<file path="src/rtl/sum_result_fifo_if.sv">
// Adder-result capture bus: producer side (adder + consumer) is master,
// the FIFO is slave. Signal names keep the adder block's naming.
interface sum_result_fifo_if #(
  parameter int DEPTH = 4,
  parameter int ACC_W = 16
);
  localparam int CNT_W = $clog2(DEPTH + 1);

  // Handshake: a read transfer happens on a rising edge where Rd_valid and
  // Rd_ready are both high; Rd_data must be stable while Rd_valid is high and
  // Rd_ready is low. Data_ready has no back-pressure: each high cycle is one word.
  logic [7:0]       Sum_result;
  logic             Sum_carry;
  logic             Data_ready;
  logic             Rd_ready;
  logic             Rd_valid;
  logic [8:0]       Rd_data;
  logic [CNT_W-1:0] Fifo_count;
  logic             Fifo_full;
  logic             Fifo_empty;
  logic             Overflow;
  logic             Clr_overflow;
  logic [ACC_W-1:0] Acc_total;
  logic             Acc_clear;

  modport master (
    output Sum_result, Sum_carry, Data_ready, Rd_ready, Clr_overflow, Acc_clear,
    input  Rd_valid, Rd_data, Fifo_count, Fifo_full, Fifo_empty, Overflow, Acc_total
  );

  modport slave (
    input  Sum_result, Sum_carry, Data_ready, Rd_ready, Clr_overflow, Acc_clear,
    output Rd_valid, Rd_data, Fifo_count, Fifo_full, Fifo_empty, Overflow, Acc_total
  );
endinterface

</file>
<file path="src/rtl/sum_result_fifo.sv">
// Buffers adder result words in a first-word-fall-through FIFO, with a running
// accumulator of accepted words and a sticky overflow flag for dropped words.
module sum_result_fifo #(
  parameter int DEPTH = 4,
  parameter int ACC_W = 16
) (
  input  logic              clk,
  input  logic              reset,
  sum_result_fifo_if.slave  bus
);
  localparam int CNT_W = $clog2(DEPTH + 1);
  localparam int PW    = (DEPTH > 1) ? $clog2(DEPTH) : 1;

  logic [8:0]       mem [DEPTH];
  logic [PW-1:0]    wr_ptr, rd_ptr, rd_ptr_nxt;
  logic [CNT_W-1:0] count, count_nxt;
  logic             valid_q, full_q, empty_q, overflow_q;
  logic [8:0]       head_q, head_nxt;
  logic [ACC_W-1:0] acc_q;
  logic [8:0]       word;
  logic             pop, push, drop;

  always_comb begin
    word = {bus.Sum_carry, bus.Sum_result};
    pop  = valid_q & bus.Rd_ready;
    push = bus.Data_ready & (~full_q | pop);
    drop = bus.Data_ready & full_q & ~pop;

    count_nxt = count;
    case ({push, pop})
      2'b10:   count_nxt = count + CNT_W'(1);
      2'b01:   count_nxt = count - CNT_W'(1);
      default: count_nxt = count;
    endcase

    rd_ptr_nxt = pop ? rd_ptr + PW'(1) : rd_ptr;

    // The new head is the word being written only when it lands exactly at
    // the next read slot (empty FIFO, or one entry being replaced in-cycle).
    head_nxt = head_q;
    if (count_nxt != '0) begin
      if (push && (rd_ptr_nxt == wr_ptr)) head_nxt = word;
      else                                 head_nxt = mem[rd_ptr_nxt];
    end
  end

  always_ff @(posedge clk) begin
    if (push) mem[wr_ptr] <= word;
  end

  always_ff @(posedge clk or posedge reset) begin
    if (reset) begin
      wr_ptr     <= '0;
      rd_ptr     <= '0;
      count      <= '0;
      valid_q    <= 1'b0;
      full_q     <= 1'b0;
      empty_q    <= 1'b1;
      overflow_q <= 1'b0;
      head_q     <= '0;
      acc_q      <= '0;
    end else begin
      if (push) wr_ptr <= wr_ptr + PW'(1);
      rd_ptr  <= rd_ptr_nxt;
      count   <= count_nxt;
      valid_q <= (count_nxt != '0);
      empty_q <= (count_nxt == '0);
      full_q  <= (count_nxt == CNT_W'(DEPTH));
      head_q  <= head_nxt;

      // A drop in the same cycle as a clear keeps the flag set.
      if (drop)                  overflow_q <= 1'b1;
      else if (bus.Clr_overflow) overflow_q <= 1'b0;

      if (bus.Acc_clear) acc_q <= push ? ACC_W'(word) : '0;
      else if (push)     acc_q <= acc_q + ACC_W'(word);
    end
  end

  assign bus.Rd_valid   = valid_q;
  assign bus.Rd_data    = head_q;
  assign bus.Fifo_count = count;
  assign bus.Fifo_full  = full_q;
  assign bus.Fifo_empty = empty_q;
  assign bus.Overflow   = overflow_q;
  assign bus.Acc_total  = acc_q;

endmodule

</file>
<file path="src/flat_wrapper.sv">
// flat-port wrapper written by rule: the top's interface ports become plain ports
module sum_result_fifo_flat 
#(
  parameter int DEPTH = 4,
  parameter int ACC_W = 16
)
  (clk, reset, bus_Sum_result, bus_Sum_carry, bus_Data_ready, bus_Rd_ready, bus_Clr_overflow, bus_Acc_clear, bus_Rd_valid, bus_Rd_data, bus_Fifo_count, bus_Fifo_full, bus_Fifo_empty, bus_Overflow, bus_Acc_total);
  sum_result_fifo_if #(.DEPTH(DEPTH), .ACC_W(ACC_W)) bus_i ();
  input  logic clk;
  input  logic reset;
  input wire logic [$bits(bus_i.Sum_result)-1:0] bus_Sum_result;
  input wire logic [$bits(bus_i.Sum_carry)-1:0] bus_Sum_carry;
  input wire logic [$bits(bus_i.Data_ready)-1:0] bus_Data_ready;
  input wire logic [$bits(bus_i.Rd_ready)-1:0] bus_Rd_ready;
  input wire logic [$bits(bus_i.Clr_overflow)-1:0] bus_Clr_overflow;
  input wire logic [$bits(bus_i.Acc_clear)-1:0] bus_Acc_clear;
  output wire logic [$bits(bus_i.Rd_valid)-1:0] bus_Rd_valid;
  output wire logic [$bits(bus_i.Rd_data)-1:0] bus_Rd_data;
  output wire logic [$bits(bus_i.Fifo_count)-1:0] bus_Fifo_count;
  output wire logic [$bits(bus_i.Fifo_full)-1:0] bus_Fifo_full;
  output wire logic [$bits(bus_i.Fifo_empty)-1:0] bus_Fifo_empty;
  output wire logic [$bits(bus_i.Overflow)-1:0] bus_Overflow;
  output wire logic [$bits(bus_i.Acc_total)-1:0] bus_Acc_total;
  assign bus_i.Sum_result = bus_Sum_result;
  assign bus_i.Sum_carry = bus_Sum_carry;
  assign bus_i.Data_ready = bus_Data_ready;
  assign bus_i.Rd_ready = bus_Rd_ready;
  assign bus_i.Clr_overflow = bus_Clr_overflow;
  assign bus_i.Acc_clear = bus_Acc_clear;
  assign bus_Rd_valid = bus_i.Rd_valid;
  assign bus_Rd_data = bus_i.Rd_data;
  assign bus_Fifo_count = bus_i.Fifo_count;
  assign bus_Fifo_full = bus_i.Fifo_full;
  assign bus_Fifo_empty = bus_i.Fifo_empty;
  assign bus_Overflow = bus_i.Overflow;
  assign bus_Acc_total = bus_i.Acc_total;
  sum_result_fifo #(.DEPTH(DEPTH), .ACC_W(ACC_W)) u_core (.clk(clk), .reset(reset), .bus(bus_i));
endmodule
</file>
<file path="config.mk">
export PLATFORM = sky130hd
export DESIGN_NAME = sum_result_fifo_flat
export DESIGN_NICKNAME = d
export VERILOG_FILES = /design/src/rtl/sum_result_fifo_if.sv /design/src/rtl/sum_result_fifo.sv /design/src/flat_wrapper.sv
export SDC_FILE = /design/constraint.sdc
export NUM_CORES = 1
export LEC_CHECK = 0
export ABC_CLOCK_PERIOD_IN_PS = 3700
export CAP_MARGIN = 20
export CELL_PAD_IN_SITES_DETAIL_PLACEMENT = 1
export CELL_PAD_IN_SITES_GLOBAL_PLACEMENT = 1
export CORE_UTILIZATION = 45
export CTS_CLUSTER_DIAMETER = 60
export DETAILED_ROUTE_END_ITERATION = 10
export PLACE_DENSITY = 0.85
export SLEW_MARGIN = 20
export SYNTH_ARGS = -nofsm -noshare
export SYNTH_HDL_FRONTEND = slang
export SYNTH_SLANG_ARGS = --single-unit
</file>
<file path="constraint.sdc">
create_clock -name clk -period 3.7 [get_ports clk]
set_clock_uncertainty 0.15 [all_clocks]
set_input_delay 0.555 -clock clk [delete_from_list [all_inputs] [get_ports clk]]
set_output_delay 0.555 -clock clk [all_outputs]
set_load 0.02 [all_outputs]
</file>
# ---- Yosys cells after proc, flatten, opt, wreduce, memory -nomap -nowiden
# Memory sizes are Yosys's and may differ from the RTL's. A register that Yosys moved wholly into a read port is not among the register bits.
# Index checks and enable logic that the tools add are counted.
dict set report word_totals {
  latchBits 0
  elab_cells 37
  ramBits 36
  ff_bits 27
  n_memories 1
  out_inout_bits 32
  rom_bits 0
}
dict set report op_classes {
  mux 9
  div 0
  bitwise 7
  order_cmp 0
  reduce_logical 4
  shifts 0
  addsub 5
  mul 0
  eq_ne 3
}
# name words word_bits read_ports rd_ports_with_merged_regs write_ports line
set memory_table {}
lappend memory_table {u_core.mem 4 9 1 1 1 sum_result_fifo.sv:14} ;# logic [8:0] mem [DEPTH];
# op n
set ops {}
lappend ops {{$mux W16} 2}
lappend ops {{$add A16 B9 Y16} 1}
lappend ops {{$mux W9} 1}
lappend ops {{$pmux W3 S2} 1}
lappend ops {{$add A2 B1 Y2 const B} 2}
lappend ops {{$and A1 B1 Y1} 4}
lappend ops {{$mux W1} 4}
lappend ops {{$reduce_bool A2 Y1} 2}
lappend ops {{$add A3 B1 Y3 const B} 1}
lappend ops {{$eq A3 B3 Y1 const B} 1}
lappend ops {{$logic_not A3 Y1} 1}
lappend ops {{$reduce_bool A3 Y1} 1}
lappend ops {{$sub A3 B1 Y3 const B} 1}
lappend ops {{$eq A2 B1 Y1 const B} 1}
lappend ops {{$eq A2 B2 Y1 const B} 1}
lappend ops {{$mux W2} 1}
lappend ops {{$not A1 Y1} 2}
lappend ops {{$or A1 B1 Y1} 1}

# ---- Depth between registers and ports, before layout
# Gate-level depths: netlist of run 1.
dict set report depth {
  depth_word 6
  mapped_depth 11
}

# ---- Worst setup path before layout of run 1
# OpenSTA, ideal clock, no wires.
dict set report synth_path {
  kind {input -> register}
  startpoint {input bus_Rd_ready}
  endpoint {register u_core.head_q[0], in the netlist u_core.bus.Rd_data[0] (read register of u_core.mem)}
  path_stages 11
  n_path_buf 1
  required_time_ns 3.464
  setup_ns 0.086
  path_slack_ns 0.861
  arrival_ns 2.603
  cell_sequence {nand2_2 a21boi_2 inv_2 ha_1 fa_1 xnor2_1 or3_1 nand3b_2 clkbuf_1 nand3_1 o221ai_2}
}
dict set report synth_via {
  elab_chain_cells 6
}
# item line
set synth_rtl {}
lappend synth_rtl {{start: declaration} flat_wrapper.sv:14} ;# input wire logic [$bits(bus_i.Rd_ready)-1:0] bus_Rd_ready;
lappend synth_rtl {{$and A1 B1 Y1 *} sum_result_fifo.sv:25} ;# pop = valid_q & bus.Rd_ready;
lappend synth_rtl {{$or A1 B1 Y1} sum_result_fifo.sv:26} ;# push = bus.Data_ready & (~full_q | pop);
lappend synth_rtl {{$and A1 B1 Y1} sum_result_fifo.sv:26}
lappend synth_rtl {{$eq A2 B1 Y1 / $eq A2 B2 Y1 (equally long branches)} sum_result_fifo.sv:30} ;# case ({push, pop})
lappend synth_rtl {{$pmux W3 S2} sum_result_fifo.sv:30}
lappend synth_rtl {{$reduce_bool A3 Y1} sum_result_fifo.sv:41} ;# if (count_nxt != '0) begin
lappend synth_rtl {{end: declaration} sum_result_fifo.sv:18} ;# logic [8:0] head_q, head_nxt;
# Mark *: on every way between the ends. The rest lies on a longest branch, timed or not.
# A chain may end at the register's enable or synchronous reset.

# ---- Worst setup path in the final report of run 1
dict set report layout_path {
  startpoint {input bus_Rd_ready}
  endpoint {register u_core.head_q[7], in the netlist u_core.bus.Rd_data[7] (read register of u_core.mem)}
}
# The elaborated chain is that of the path after synthesis.

==> results.yml, run 1 <==
setup_path:
  r2r-end: "u_core.bus.Rd_data[7]$_DFFE_PP0P_"
  startpoint_type: "input port"
  required_ns: 3.81
  reg2reg_depth: 11
  crit_type: "input port to register"
  critPathSlowestCell: "clkdlybuf4s50_1"
  cp_slowest_stage_delay_ns: 0.53
  r2r-start: "u_core.bus.Rd_valid$_DFF_PP0_"
  r2r_slack_ns: 0.59
  cp.arrival_ns: 3.54
  crit_fanout: 17
  crit_chain: "clkdlybuf4s50_1 > nand2_2 > a21boi_2 > inv_2 > ha_1 > fa_1 > xnor2_1 > or3_1 > nand3b_2 > buf_4 > nand3_1 > o221ai_2"
  crit_family: "buffers and inverters"
  endpoint_kind: "register"
  cp.depth: 12
  cp_num_buf_inv: 3
sta:
  finalSetupViolCount: 0
  finalSetupTns_ns: 0
  fmax_ghz: 0.2915
  worst_pin_slew_ns: 0.7191
  slew_viol_final: 0
  maxSlewHeadroom: 0.5191
  hold_slack_ns: 0.3817
  fin_crit_sh: 0.9270
  hold_viol_final: 0
  rsz0062_at_grt: "false"
  fin_crit_ns: 3.430
floorplanning:
  dieWidth_um: 92.65
  die-area_sq_um: 8583
  core_area_sq_um: 7848
  die_h_um: 92.65
  ios: 47
  start_util: 0.4711
  fp-row-count: 32
route:
  vias: 2499
  route.detailed.drc: 0
  wl_per_cell_um: 19.85
  drt-initial-drc-count: 101
  wirelength_mm: 8.875
  postRouteAntennaNets: 0
  via_per_inst: 5.591
  first_pass_iters: 4
place:
  port-buffer-count: 46
  placedInstanceArea_sq_um: 4308
  dp.final_hpwl_mm: 6.237
  gp_congestion: 0.7893
clock_network:
  cts_buffer_depth: 2
  cts_buffers: 9
  cts.sinks: 72
  hold_buffers: 0
  clkTransAtPathRegs_ns: 0.08
  cts_tree: "done"
  clk-insertion-delay-late_ns: 0.35
  h-tree-depth: 3
  cts-root-buf: "clkbuf_8"
global_routing:
  grt_pass1_wl_mm: 14.52
  grt_pass1_vias: 2768
  antenna_found_initial: 0
  grt_max_degree: 37
  grt-ovfl-total: 0
  grt_util_all_layers: 0.2258
yosys:
  synth_edf_count: 36
  syn_inst: 282
  avgSynthCellArea_sq_um: 13.11
  synth.area.mux_share: 0.09712
  seq_area_frac_synth: 0.5364
  synth-adder-area-share: 0.05821
  synth_top_family_by_area: "compound AO/OA/AOI/OAI gates"
  synth-xor-area-share: 0.04298
  ys.warnings.count: 0
  synth_compound_area_frac: 0.1178
  yosysUniqueCellTypes: 53
  syn_nets: 313
  syn_area_sq_um: 3697
  synth_flop_cell: "edfxtp_1"
  async_flop_share: 0.5000
  ys_ff_latch: 72
  synthSimpleGateAreaFrac: 0.1066
cells_and_area:
  drive_above_1_share: 0.1449
  fin_area_sq_um: 4552
  antenna_cells: 0
  final_cell_mix: "46 x clkdlybuf4s50_1, 36 x edfxtp_1, 35 x dfrtp_1"
  utilization: 0.5800
  syn_to_final_growth_pct: 23.11
  final_common_cell: "clkdlybuf4s50_1"
  layout.nets: 371
power:
  clockPowerShare: 0.203
  switching_share: 0.3704
  pwr-share-comb: 0.465
  p_seq_frac: 0.332
  p_total_mw: 3.779
  ir_drop_mv: 0.3098
  p_leak_nw: 1.835
  pwr_density_cell_nw_per_um2: 830.3
  netSwitchingPower_mw: 1.400
  p_int_mw: 2.380
hold_path:
  hp-start: "u_core.bus.Overflow$_DFFE_PP0P_"
  min_path_type: "register to register"
  hold_path_depth: 2
  holdPathEnd: "u_core.bus.Overflow$_DFFE_PP0P_"
run_status:
  status: "complete, no violations"
run:
  drv_cap: 0
## tightest hold or removal path: stages (launching register included)
cell	delay (ns)
dfrtp_1	0.38
inv_1	0.05
o21ai_0	0.06
## cell usage after synthesis (8+ instances only)
master	n	area, sq um
mux4_1	9	236.5
xnor2_1	8	70.07
a21oi_1	22	110.1
ha_1	14	175.2
inv_1	26	97.59
nand3_1	13	65.06
nor2_1	10	37.54
dfrtp_1	35	875.8
edfxtp_1	36	1081
o221ai_2	9	135.1
nand2_1	10	37.54
o21ai_0	11	55.05
## registers in the layout, indices dropped and copies added (netlist names)
name / count
u_core.bus.Acc_total: 16
u_core.bus.Fifo_count: 3
u_core.bus.Fifo_empty: 1
u_core.bus.Fifo_full: 1
u_core.bus.Overflow: 1
u_core.bus.Rd_data: 9
u_core.bus.Rd_valid: 1
u_core.mem: 36
u_core.rd_ptr: 2
u_core.wr_ptr: 2
## area by class of cell
type,count,area (sq um)
Multi-Input combinational cell,174,1563
Fill cell,789,3296
Clock buffer,10,137.6
Inverter,28,106.4
Sequential cell,72,1983
Timing Repair Buffer,55,528.0
Clock inverter,6,106.4
Tap cell,102,127.6
## metal layers
layer  vias up  GRT usage  wire, um
li1       1167          -         -
met1      1257     0.2762      3752
met2        62     0.3957      4631
met3        13    0.04023       318
met4         0    0.08846       172
met5         -          0         0
## worst max path at each step
stage	startpoint	endpoint	slack (ns)
2_1_floorplan	bus_Rd_ready	u_core.bus.Rd_data[0]$_DFFE_PP0P_	0.86
6_report	bus_Rd_ready	u_core.bus.Rd_data[7]$_DFFE_PP0P_	0.27
4_1_cts	bus_Rd_ready	u_core.bus.Rd_data[7]$_DFFE_PP0P_	0.20
5_1_grt	bus_Rd_ready	u_core.bus.Rd_data[7]$_DFFE_PP0P_	0.09
3_3_place_gp	bus_Rd_ready	u_core.bus.Rd_data[0]$_DFFE_PP0P_	0.20
3_5_place_dp	bus_Rd_ready	u_core.bus.Rd_data[7]$_DFFE_PP0P_	-0.11
## power by group through the flow
stage	Clock, mW	Combinational [mW]	Sequential (mW)
3_5_place_dp	0	1.74	1.27
2_1_floorplan	0	1.10	1.37
6_report	0.768	1.76	1.25
3_3_place_gp	0	1.65	1.25
5_1_grt	0.800	1.91	1.28
4_1_cts	0.778	1.77	1.26
## cell families after synthesis
family                     after synthesis
AOI/OAI and AO/OA                       59
xor gates and xnor gates                13
adders and majority gates               16
buffers and inverters                   36
DFF                                     72
muxes                                   20
and+or+nand+nor                         66
## per-stage QoR
stage	setup WS (ns)	cells
floorplan	0.8614	282
global placement	0.1957	431
detailed placement	-0.1090	431
CTS	0.2024	447
global route	0.09337	447
finish	0.2701	447
## repair_timing
| item | CTS | global route |
|---|---|---|
| endpoints found under the setup margin | 0 | 1 |
| gates resized for setup | 0 | 1 |
| setup buffers | 0 | 0 |
Power figures use the tool's default switching activity.
==> run 2, diff against run 1 <==
--- a/config.mk
+++ b/config.mk
@@ -5,14 +5,14 @@
 export SDC_FILE = /design/constraint.sdc
 export NUM_CORES = 1
 export LEC_CHECK = 0
-export ABC_CLOCK_PERIOD_IN_PS = 3700
+export ABC_CLOCK_PERIOD_IN_PS = 2800
 export CAP_MARGIN = 20
 export CELL_PAD_IN_SITES_DETAIL_PLACEMENT = 1
 export CELL_PAD_IN_SITES_GLOBAL_PLACEMENT = 1
-export CORE_UTILIZATION = 45
+export CORE_UTILIZATION = 41
 export CTS_CLUSTER_DIAMETER = 60
 export DETAILED_ROUTE_END_ITERATION = 10
-export PLACE_DENSITY = 0.85
+export PLACE_DENSITY_LB_ADDON = 0.2
 export SLEW_MARGIN = 20
 export SYNTH_ARGS = -nofsm -noshare
 export SYNTH_HDL_FRONTEND = slang
==> constraint.sdc (replaced) <==
create_clock -name clk -period 2.8 [get_ports clk]
set_clock_uncertainty 0.15 [all_clocks]
set_input_delay 0.42 -clock clk [delete_from_list [all_inputs] [get_ports clk]]
set_output_delay 0.42 -clock clk [all_outputs]
set_load 0.02 [all_outputs]
==> run 2 against run 1 <==
Cell area rose by 4.3%. Sequential power rose by 32%. Register-to-register slack got worse by 0.32 ns. First-iteration DRC count fell by 7.9%. Flip-flop and latch count did not move. Total power rose by 31%. Global-route usage fell by 3.2 points. Critical path type unchanged. Critical endpoint is now u_core.bus.Rd_data[8]$_DFFE_PP0P_.
==> results.yml, run 2 (same netlist as run 1, synthesis figures left out) <==
setup_path:
  r2r_slack_ns: 0.27
  critPathSlowestCell: "fa_2"
  cp-startpoint: "bus_Rd_ready"
  cp-endpoint: "u_core.bus.Rd_data[8]$_DFFE_PP0P_"
  crit_fanout: 9
  cp.arrival_ns: 2.79
  crit_family: "adder cells"
  endpoint_kind: "register"
  cp_slowest_stage_delay_ns: 0.56
  reg2reg_depth: 10
  crit_chain: "clkdlybuf4s50_1 > nand2_2 > a21boi_2 > inv_2 > ha_1 > fa_2 > nor2_1 > a21oi_1 > nand3b_4 > nand2b_4 > o221ai_2"
  crit_type: "input port to register"
  cp.depth: 11
  required_ns: 2.91
  cp_num_buf_inv: 2
  startpoint_type: "input port"
  r2r-start: "u_core.bus.Rd_valid$_DFF_PP0_"
  r2r-end: "u_core.bus.Rd_data[8]$_DFFE_PP0P_"
floorplanning:
  fp-row-count: 34
  ios: 47
  start_util: 0.4240
  core_area_sq_um: 8721
  dieWidth_um: 96.96
  die-area_sq_um: 9401
  die_h_um: 96.96
clock_network:
  h-tree-depth: 3
  cts_setup_buffers: 0
  cts_buffer_depth: 2
  cts.sinks: 72
  clk-insertion-delay-late_ns: 0.34
  cts_tree: "done"
  cts_buffers: 9
  clkTransAtPathRegs_ns: 0.08
  cts-root-buf: "clkbuf_8"
route:
  postRouteAntennaNets: 0
  route.detailed.drc: 0
  first_pass_iters: 4
  wl_per_cell_um: 17.63
  vias: 2543
  drt-initial-drc-count: 93
  wirelength_mm: 8.446
  via_per_inst: 5.309
sta:
  rsz0062_at_grt: "false"
  maxSlewHeadroom: 0.6712
  fin_crit_ns: 2.680
  worst_pin_slew_ns: 0.4932
  fin_crit_sh: 0.9572
  fmax_ghz: 0.3731
  setup_slack_ns: 0.1197
  hold_viol_final: 0
  finalSetupViolCount: 0
  slew_viol_final: 0
cells_and_area:
  utilization: 0.5445
  layout.cells.non_filler: 479
  layout.nets: 397
  syn_to_final_growth_pct: 28.43
  largest_reg_flops: 36
  drive_above_1_share: 0.2156
  nFillCells: 908
  final_cell_mix: "46 x clkdlybuf4s50_1, 36 x edfxtp_1, 34 x dfrtp_1"
  final_common_cell: "clkdlybuf4s50_1"
  antenna_cells: 0
  regMostFlops: "u_core.mem"
power:
  p_leak_nw: 1.945
  switching_share: 0.3701
  netSwitchingPower_mw: 1.833
  pwr-share-comb: 0.499
  ir_drop_mv: 0.3373
  p_seq_frac: 0.332
  pwr_density_cell_nw_per_um2: 1043
  clockPowerShare: 0.169
  p_total_mw: 4.953
  p_int_mw: 3.120
global_routing:
  antenna_found_initial: 0
  grt_pass1_vias: 2697
  grt-ovfl-total: 0
  grt_util_all_layers: 0.1939
  grt_max_degree: 37
  grt_pass1_wl_mm: 14.03
place:
  port-buffer-count: 46
  gp_congestion: 0.7467
  place_ws_ns: -0.3877
  dp.final_hpwl_mm: 6.302
  place_inst: 463
run:
  drv_cap: 0
hold_path:
  min_path_type: "input port to async pin"
run_status:
  status: "complete, no violations"
==> run 2: per-layer routing <==
metal / wire length (um) / vias up / share of wire / GRT usage
met5: 0 / - / 0 / 0
met4: 102 / 0 / 0.012 / 0.06889
met3: 224 / 8 / 0.027 / 0.03396
met2: 4085 / 43 / 0.48 / 0.3174
met1: 4035 / 1277 / 0.48 / 0.2598
li1: - / 1215 / - / -
==> run 2: power by group through the flow <==
stage                     clock, mW  sequential, mW  combinational [mW]
after floorplan                   0            1.82                1.46
after global placement            0            1.65                2.40
after detailed placement          0            1.67                2.48
after CTS                     0.854            1.65                2.51
after global routing          0.894            1.69                2.70
final                         0.837            1.65                2.47
==> run 2: cell type report <==
cell class	count	area [sq um]	area share
clock inverter	7	71.32	0.01502
tap	108	135.1	0.02846
clock buffer	9	123.9	0.02609
timing repair buffer	81	748.2	0.1576
sequential	72	1984	0.4179
inverter	28	106.4	0.02240
multi-input combinational	174	1579	0.3325
==> run 2: timing repair <==
item | CTS | global route
pin swaps | 0 | 1
endpoints found under the setup margin | 7 | 9
gates resized for setup | 1 | 3
hold buffers | 0 | 0
==> run 2: through the flow <==
step / cell area, sq um / hold WS, ns / TNS [ns]
detailed placement: 4537 / 0.3665 / -3.629
global route: 4748 / 0.3806 / 0
global placement: 4537 / 0.3664 / -2.250
CTS: 4741 / 0.3578 / 0
finish: 4748 / 0.3446 / 0
floorplan: 3700 / 0.3689 / 0
==> run 2: worst min-delay path by stage <==
stage / from / end / slack [ns]
finish: reset / u_core.bus.Acc_total[8]$_DFFE_PP0P_ / 0.34
global placement: u_core.bus.Overflow$_DFFE_PP0P_ / u_core.bus.Overflow$_DFFE_PP0P_ / 0.37
global route: reset / u_core.bus.Rd_data[2]$_DFFE_PP0P_ / 0.38
detailed placement: u_core.bus.Overflow$_DFFE_PP0P_ / u_core.bus.Overflow$_DFFE_PP0P_ / 0.37
CTS: reset / u_core.bus.Fifo_count[1]$_DFF_PP0_ / 0.36
floorplan: bus_Sum_result[0] / u_core.mem[0][0]$_DFFE_PP_ / 0.37
==> run 2: worst reg2reg max path, stage by stage (launching register included) <==
cell,delay (ns)
dfrtp_2,0.41
nand2_2,0.07
a21boi_2,0.15
inv_2,0.06
ha_1,0.23
fa_2,0.56
nor2_1,0.05
a21oi_1,0.20
nand3b_4,0.22
nand2b_4,0.14
o221ai_2,0.19
